## src/rtl/if_id_pipe.sv

```systemverilog
// IF->ID pipeline register with a two-entry skid buffer, flush and bubbles.
// Optional perf counters (stall_cnt, flush_cnt) are built when IF_ID_PERF_EN is defined.
module if_id_pipe #(
  parameter int          ADDR_W   = 32,
  parameter int          INST_W   = 32,
  parameter logic [INST_W-1:0] NOP_INST = {INST_W{1'b0}},
  parameter int          CNT_W    = 16
) (
  input  logic              clk,
  input  logic              rst,
  input  logic              flush,
  input  logic              if_valid,
  output logic              if_ready,
  input  logic [ADDR_W-1:0] if_pc,
  input  logic [INST_W-1:0] if_inst,
  output logic              id_valid,
  input  logic              id_ready,
  output logic [ADDR_W-1:0] id_pc,
  output logic [INST_W-1:0] id_inst
`ifdef IF_ID_PERF_EN
  ,
  output logic [CNT_W-1:0]  stall_cnt,
  output logic [CNT_W-1:0]  flush_cnt
`endif
);

  typedef struct packed {
    logic              v;
    logic [ADDR_W-1:0] pc;
    logic [INST_W-1:0] inst;
  } ent_t;

  localparam ent_t EMPTY = '{v: 1'b0, pc: '0, inst: NOP_INST};

  ent_t main_q, main_d;
  ent_t skid_q, skid_d;
  ent_t in_ent;
  logic rdy_q;
  logic in_xfer;
  logic out_xfer;
  logic drain;
  logic do_flush;
  logic do_move;
  logic do_hold;

  assign in_xfer  = if_valid & rdy_q;
  assign out_xfer = main_q.v & id_ready;
  assign drain    = ~main_q.v | out_xfer;

  assign do_flush = flush;
  assign do_move  = ~flush & drain;
  assign do_hold  = ~flush & ~drain;

  assign in_ent = '{v: 1'b1, pc: if_pc, inst: if_inst};

  always_comb begin
    main_d = main_q;
    skid_d = skid_q;
    unique case (1'b1)
      do_flush: begin
        main_d = EMPTY;
        skid_d = EMPTY;
      end
      do_move: begin
        if (skid_q.v) begin
          main_d = skid_q;
          skid_d = in_xfer ? in_ent : EMPTY;
        end else if (in_xfer) begin
          main_d = in_ent;
        end else begin
          main_d = EMPTY;
        end
      end
      do_hold: begin
        if (in_xfer)
          skid_d = in_ent;
      end
      default: begin
        main_d = main_q;
        skid_d = skid_q;
      end
    endcase
  end

  // ready is registered from the next skid state, so no ID->IF comb path
  always_ff @(posedge clk) begin
    if (!rst) begin
      main_q <= EMPTY;
      skid_q <= EMPTY;
      rdy_q  <= 1'b0;
    end else begin
      main_q <= main_d;
      skid_q <= skid_d;
      rdy_q  <= ~skid_d.v;
    end
  end

  assign if_ready = rdy_q;
  assign id_valid = main_q.v;
  assign id_pc    = main_q.pc;
  assign id_inst  = main_q.inst;

`ifdef IF_ID_PERF_EN
  logic [CNT_W-1:0] stall_q;
  logic [CNT_W-1:0] flush_q;
  logic             stall_hit;

  assign stall_hit = main_q.v & ~id_ready;

  // saturating counters, cleared only by reset
  always_ff @(posedge clk) begin
    if (!rst) begin
      stall_q <= '0;
      flush_q <= '0;
    end else begin
      if (stall_hit && !(&stall_q))
        stall_q <= stall_q + 1'b1;
      if (flush && !(&flush_q))
        flush_q <= flush_q + 1'b1;
    end
  end

  assign stall_cnt = stall_q;
  assign flush_cnt = flush_q;
`endif

endmodule

```

## config.mk

```make
export PLATFORM = sky130hd
export DESIGN_NAME = if_id_pipe
export DESIGN_NICKNAME = d
export VERILOG_FILES = /design/src/rtl/if_id_pipe.sv
export SDC_FILE = /design/constraint.sdc
export NUM_CORES = 1
export LEC_CHECK = 0
export ABC_AREA = 1
export ABC_CLOCK_PERIOD_IN_PS = 2200
export BUFFER_PORTS_ARGS = -buffer_cell sky130_fd_sc_hd__buf_4
export CAP_MARGIN = 40
export CORE_MARGIN = 2
export CORE_UTILIZATION = 59
export CTS_BUF_LIST = sky130_fd_sc_hd__clkbuf_16
export CTS_CLUSTER_SIZE = 10
export DETAILED_ROUTE_END_ITERATION = 10
export GPL_TIMING_DRIVEN = 0
export PLACE_DENSITY = 0.86
export SLEW_MARGIN = 20
export SYNTH_ARGS = -nofsm -noshare
export SYNTH_HDL_FRONTEND = slang
export SYNTH_SLANG_ARGS = --single-unit
```

## constraint.sdc

```tcl
create_clock -name clk -period 2.2 [get_ports clk]
set_clock_uncertainty 0.05 [all_clocks]
set_input_delay 0 -clock clk [delete_from_list [all_inputs] [get_ports clk]]
set_output_delay 0 -clock clk [all_outputs]
set_load 0.05 [all_outputs]
```

## Yosys cells after proc, flatten, opt, wreduce, memory -nomap -nowiden

Index checks and enable logic that the tools add are counted.
W data, S select, Z words.

| operators by class | value |
|---|---|
| $add $sub $neg | 0 |
| multipliers | 0 |
| div/mod/pow operators | 0 |
| order comparisons | 0 |
| eq/ne operators | 2 |
| shift-type cells | 0 |
| multiplexer cells | 6 |
| bitwise operators | 9 |
| reductions and logical operators | 3 |

Operators by type and width:

| cell | count |
|---|---|
| $mux W65 | 4 |
| $pmux W65 S3 | 1 |
| $pmux W65 S2 | 1 |
| $and A1 B1 Y1 | 4 |
| $ne A2 B2 Y1 const B | 2 |
| $not A1 Y1 | 4 |
| $reduce_and A3 Y1 | 1 |
| $reduce_bool A3 Y1 | 1 |
| $reduce_bool A2 Y1 | 1 |
| $or A1 B1 Y1 | 1 |

| word-level totals | value |
|---|---|
| register bits after elaboration | 131 |
| bits in latches | 0 |
| RAM bits | 0 |
| memory bits (read-only) | 0 |
| input port bits | 69 |
| memories kept | 0 |

## Longest topological paths before layout

| logic depth | value |
|---|---|
| depth after elaboration | 6 |
| gate-level depth with buffers | 7 |
| depth with buffers taken out | 6 |

## Worst setup path after synthesis

No wires, ideal clock.

| path | value |
|---|---|
| path type | register to register |
| from | reg main_q (netlist bit id_valid) |
| to | reg main_q (netlist bit id_pc[19]) |
| setup time | 0.132 ns |
| arrival time | 1.368 ns |
| required time | 2.018 ns |
| path slack | 0.649 ns |
| cell stages (with the launch flop) | 8 |
| path through | dfxtp_1 inv_1 nor2_2 nor2_1 buf_4 buf_2 nand3_1 a21oi_1 |

| on the way | value |
|---|---|
| word-level cells in the longest chain between the ends | 4 |
| elaborated cells on any way between the ends | 6 |
| classes of those cells | 1 x mux; 4 x bitwise; 1 x reduce/logical |

Ends and longest elaborated chain:

| what | line | RTL |
|---|---|---|
| start, declared | 35 | `ent_t main_q, main_d;` |
| start signal, assigned | 92 | `main_q <= main_d;` |
| $and A1 B1 Y1 / $not A1 Y1 (equally long branches) | 47, 48 |  |
| $or A1 B1 Y1 * | 48 | `assign drain = ~main_q.v \| out_xfer;` |
| $and A1 B1 Y1 * | 51 | `assign do_move = ~flush & drain;` |
| $pmux W65 S2 / $reduce_bool A2 Y1 (equally long branches) | n/a |  |

Every way passes the cells marked *; elsewhere a longest branch is shown, timed or not.
A chain may end at the register's enable or synchronous reset.

## Final worst setup path

| path | value |
|---|---|
| from | reg rdy_q, in the netlist if_ready |
| to | reg skid_q[34] (netlist name) |

| on the way | value |
|---|---|
| word-level cells in the longest chain between the ends | 4 |
| elaborated cells on any way between the ends | 6 |
| classes of those cells | 1 x eq/ne; 3 x mux; 1 x bitwise; 1 x reduce/logical |

Ends and longest elaborated chain:

| what | line | RTL |
|---|---|---|
| start, declared | 38 | `logic rdy_q;` |
| start signal, assigned | 94 | `rdy_q <= ~skid_d.v;` |
| $and A1 B1 Y1 * | 46 | `assign in_xfer = if_valid & rdy_q;` |
| $mux W65 | 67 | `skid_d = in_xfer ? in_ent : EMPTY;` |
| $mux W65 | 65 | `if (skid_q.v) begin` |
| $pmux W65 S3 | 59 | `unique case (1'b1)` |
| end signal, assigned | 93 | `skid_q <= skid_d;` |
| end, declared | 36 | `ent_t skid_q, skid_d;` |

Every way passes the cells marked *; elsewhere a longest branch is shown, timed or not. The select of a mux whose other input is x is not followed.

==> flow_summary.json <==
{
  "status": "finished, final reports clean",
  "viasPerCell": 5.66,
  "wl_mm": 19.3,
  "cp_max_fo": 10,
  "seq_power_share_pct": 41.5,
  "fmax_mhz": 598,
  "fp.dieH_um": 106,
  "power_frac_comb_pct": 11.5,
  "via_count": 7040,
  "synth.distinct_cells": 21,
  "globalRouteOverflowTotal": 0,
  "grt_max_degree": 17,
  "clk_pin_slew_ns": 0.06,
  "cts_max_level": 4,
  "gp_congestion": 0.849,
  "critPathKind": "flop to flop",
  "root_buffer": "clkbuf_16",
  "start_util_pct": 60.4,
  "grt_setup_unrepaired": "false",
  "max_stage_delay_ns": 0.41,
  "final_nets": 1163,
  "fin_crit_sh_pct": 76.0,
  "tightestPinTransition_ns": 0.634,
  "setup-violations-final": 0,
  "crit_family": "buffers and inverters",
  "wl_per_cell_um": 15.6,
  "dieArea_mm2": 0.0113,
  "rows": 37,
  "setup_tns_ns": 0,
  "powerDensity_mw_per_mm2": 677,
  "place_ws_ns": 0.691,
  "synth_seq_cells": 131,
  "dp_hpwl_mm": 11.6,
  "grt_util_all_layers_pct": 34.4,
  "ir_worst_vdd_mv": 0.523,
  "ys_seq_area_share_pct": 42.5,
  "hold_viol_final": 0,
  "p_sw_mw": 1.49,
  "drt_iter0_drc": 535,
  "drcViolationCount": 0,
  "dr.pass1.iters": 6,
  "p_leak_nw": 3.50,
  "report.final.slew_viol_count": 0,
  "netSwitchingFraction_pct": 25.6,
  "coreArea_mm2": 0.0102,
  "grt_pass1_wl_mm": 31.4,
  "crit_required_ns": 2.42,
  "min_path_type": "input port to flop",
  "cp_cell_sequence": "nand2_1, buf_2, clkbuf_1, nor2_1, o211ai_1, a21oi_1",
  "critical_path.slowest_cell": "clkbuf_1",
  "fin_ws_ns": 0.528,
  "endpoint_kind": "flop",
  "cts_tree": "done",
  "p_clk_share_pct": 47.0,
  "startpoint_type": "flop",
  "netlist_area_mm2": 0.00617,
  "slew_headroom_pct": 57.7,
  "numPortBuffers": 134,
  "ys_warn_count": 0,
  "cp.arrival_ns": 1.89,
  "io_pins": 135,
  "drive_gt1_share_pct": 22.0,
  "synth_nets": 944,
  "ant_nets": 0,
  "syn_inst": 875,
  "cts_sinks": 131,
  "crit_buf_inv": 2,
  "cts_inserted_buffers": 17,
  "cts_resized": 0,
  "diodes": 0,
  "period_minus_slack_ns": 1.67,
  "die_x_um": 106,
  "grt_pass1_vias": 6677,
  "clk_latency_ns": 0.42,
  "syn_avg_cell_area_um2": 7.06,
  "syn2layout_area_growth_pct": 38.9,
  "intPower_mw": 4.32,
  "clockBufferDepth": 2,
  "antenna_found_initial": 0,
  "maxCapViolCount": 0
}
layout by cell type (no fill, tap or decap), types with 26 or more instances in the layout:
cell / n
dlygate4sd3_1: 66
o21ai_0: 64
nand3_1: 65
inv_1: 68
clkbuf_1: 33
buf_2: 38
or2_2: 26
buf_4: 139
nor2_1: 68
o211ai_1: 64
nand2_1: 171
a21oi_1: 129
dfxtp_1: 131
sequential cells by signal, indices dropped and copies added (netlist names), named ones only:
signal	flops
id_inst	32
id_pc	32
id_valid	1
if_ready	1
skid_q	64
worst reg2reg max path, delay by kind of cell (launching register included):
kind	cells	cell delay (ns)
compound gates	2	0.29
buf+inv	2	0.65
flops	1	0.33
simple gates	2	0.21
layer usage:
| layer | up-vias | GRT usage (%) | wire, µm |
|---|---|---|---|
| met1 | 3218 | 42.7 | 7660 |
| met4 | 0 | 13.8 | 548 |
| met5 | - | 0 | 0 |
| met3 | 59 | 8.22 | 1670 |
| met2 | 417 | 57.6 | 9470 |
| li1 | 3346 | - | - |
synth_stat cells:
| library cell | n | area, µm² |
|---|---|---|
| a21oi_1 | 129 | 646 |
| buf_1 | 1 | 3.75 |
| buf_2 | 38 | 190 |
| buf_4 | 5 | 37.5 |
| buf_6 | 6 | 67.6 |
| clkbuf_1 | 33 | 124 |
| clkinv_1 | 1 | 3.75 |
| dfxtp_1 | 131 | 2620 |
| inv_1 | 67 | 251 |
| inv_2 | 1 | 3.75 |
| nand2_1 | 171 | 642 |
| nand2_4 | 1 | 11.3 |
| nand3_1 | 65 | 325 |
| nand3_2 | 1 | 10.0 |
| nand4_1 | 1 | 6.26 |
| nor2_1 | 68 | 255 |
| nor2_2 | 1 | 6.26 |
| nor3_1 | 1 | 5.00 |
| o211ai_1 | 64 | 480 |
| o21ai_0 | 64 | 320 |
| or2_2 | 26 | 163 |
logic make-up after synthesis:
group / Yosys count / share of synthesized area, %
buffers and inverters: 152 / 11.0
AO/OA/AOI/OAI: 257 / 23.4
flip-flops: 131 / 42.5
AND/OR/NAND/NOR: 335 / 23.1
final timing paths:
kind                                  from    endpoint  slack (ns)  cells after the start
worst max-delay path              if_ready  skid_q[34]        0.53                      6
worst min-delay path              id_ready  skid_q[31]        0.14                      6
worst max register to register    if_ready  skid_q[34]        0.53                      6
worst min register to register  skid_q[40]  skid_q[40]        0.41                      2
power groups by stage:
stage          Combinational (mW)  Clock [mW]  Sequential (mW)
2_1_floorplan               0.251           0             2.54
3_3_place_gp                0.544           0             2.46
3_5_place_dp                0.546           0             2.46
4_1_cts                     0.643        2.72             2.41
5_1_grt                     0.712        2.85             2.41
6_report                    0.666        2.73             2.41
final cells by class:
class                      count  area [µm²]
buffer                        83         423
tap                          136         170
inverter                      69         259
fill                         646        1650
sequential                   131        2620
clock buffer                  17         425
clock inverter                15         143
timing repair buffer         200        1670
multi-input combinational    592        2870
timing repair:
action / in CTS / in global routing
endpoints found under the hold margin: 124 / 0
hold buffers: 66 / 0
setup buffers: 0 / 0
per-stage QoR:
step           instance area, µm²  hold slack (ns)  std cells  power, mW  utilization, %
2_1_floorplan                6170           0.0293        875       2.79               -
3_3_place_gp                 7350            0.147       1145       3.01            71.8
3_5_place_dp                 7350            0.150       1145       3.01            71.8
4_1_cts                      8580            0.129       1243       5.77            83.9
5_1_grt                      8580            0.168       1243       5.97            83.9
6_report                     8580            0.141       1243       5.81            83.9
(Power assumes the default switching activity.)
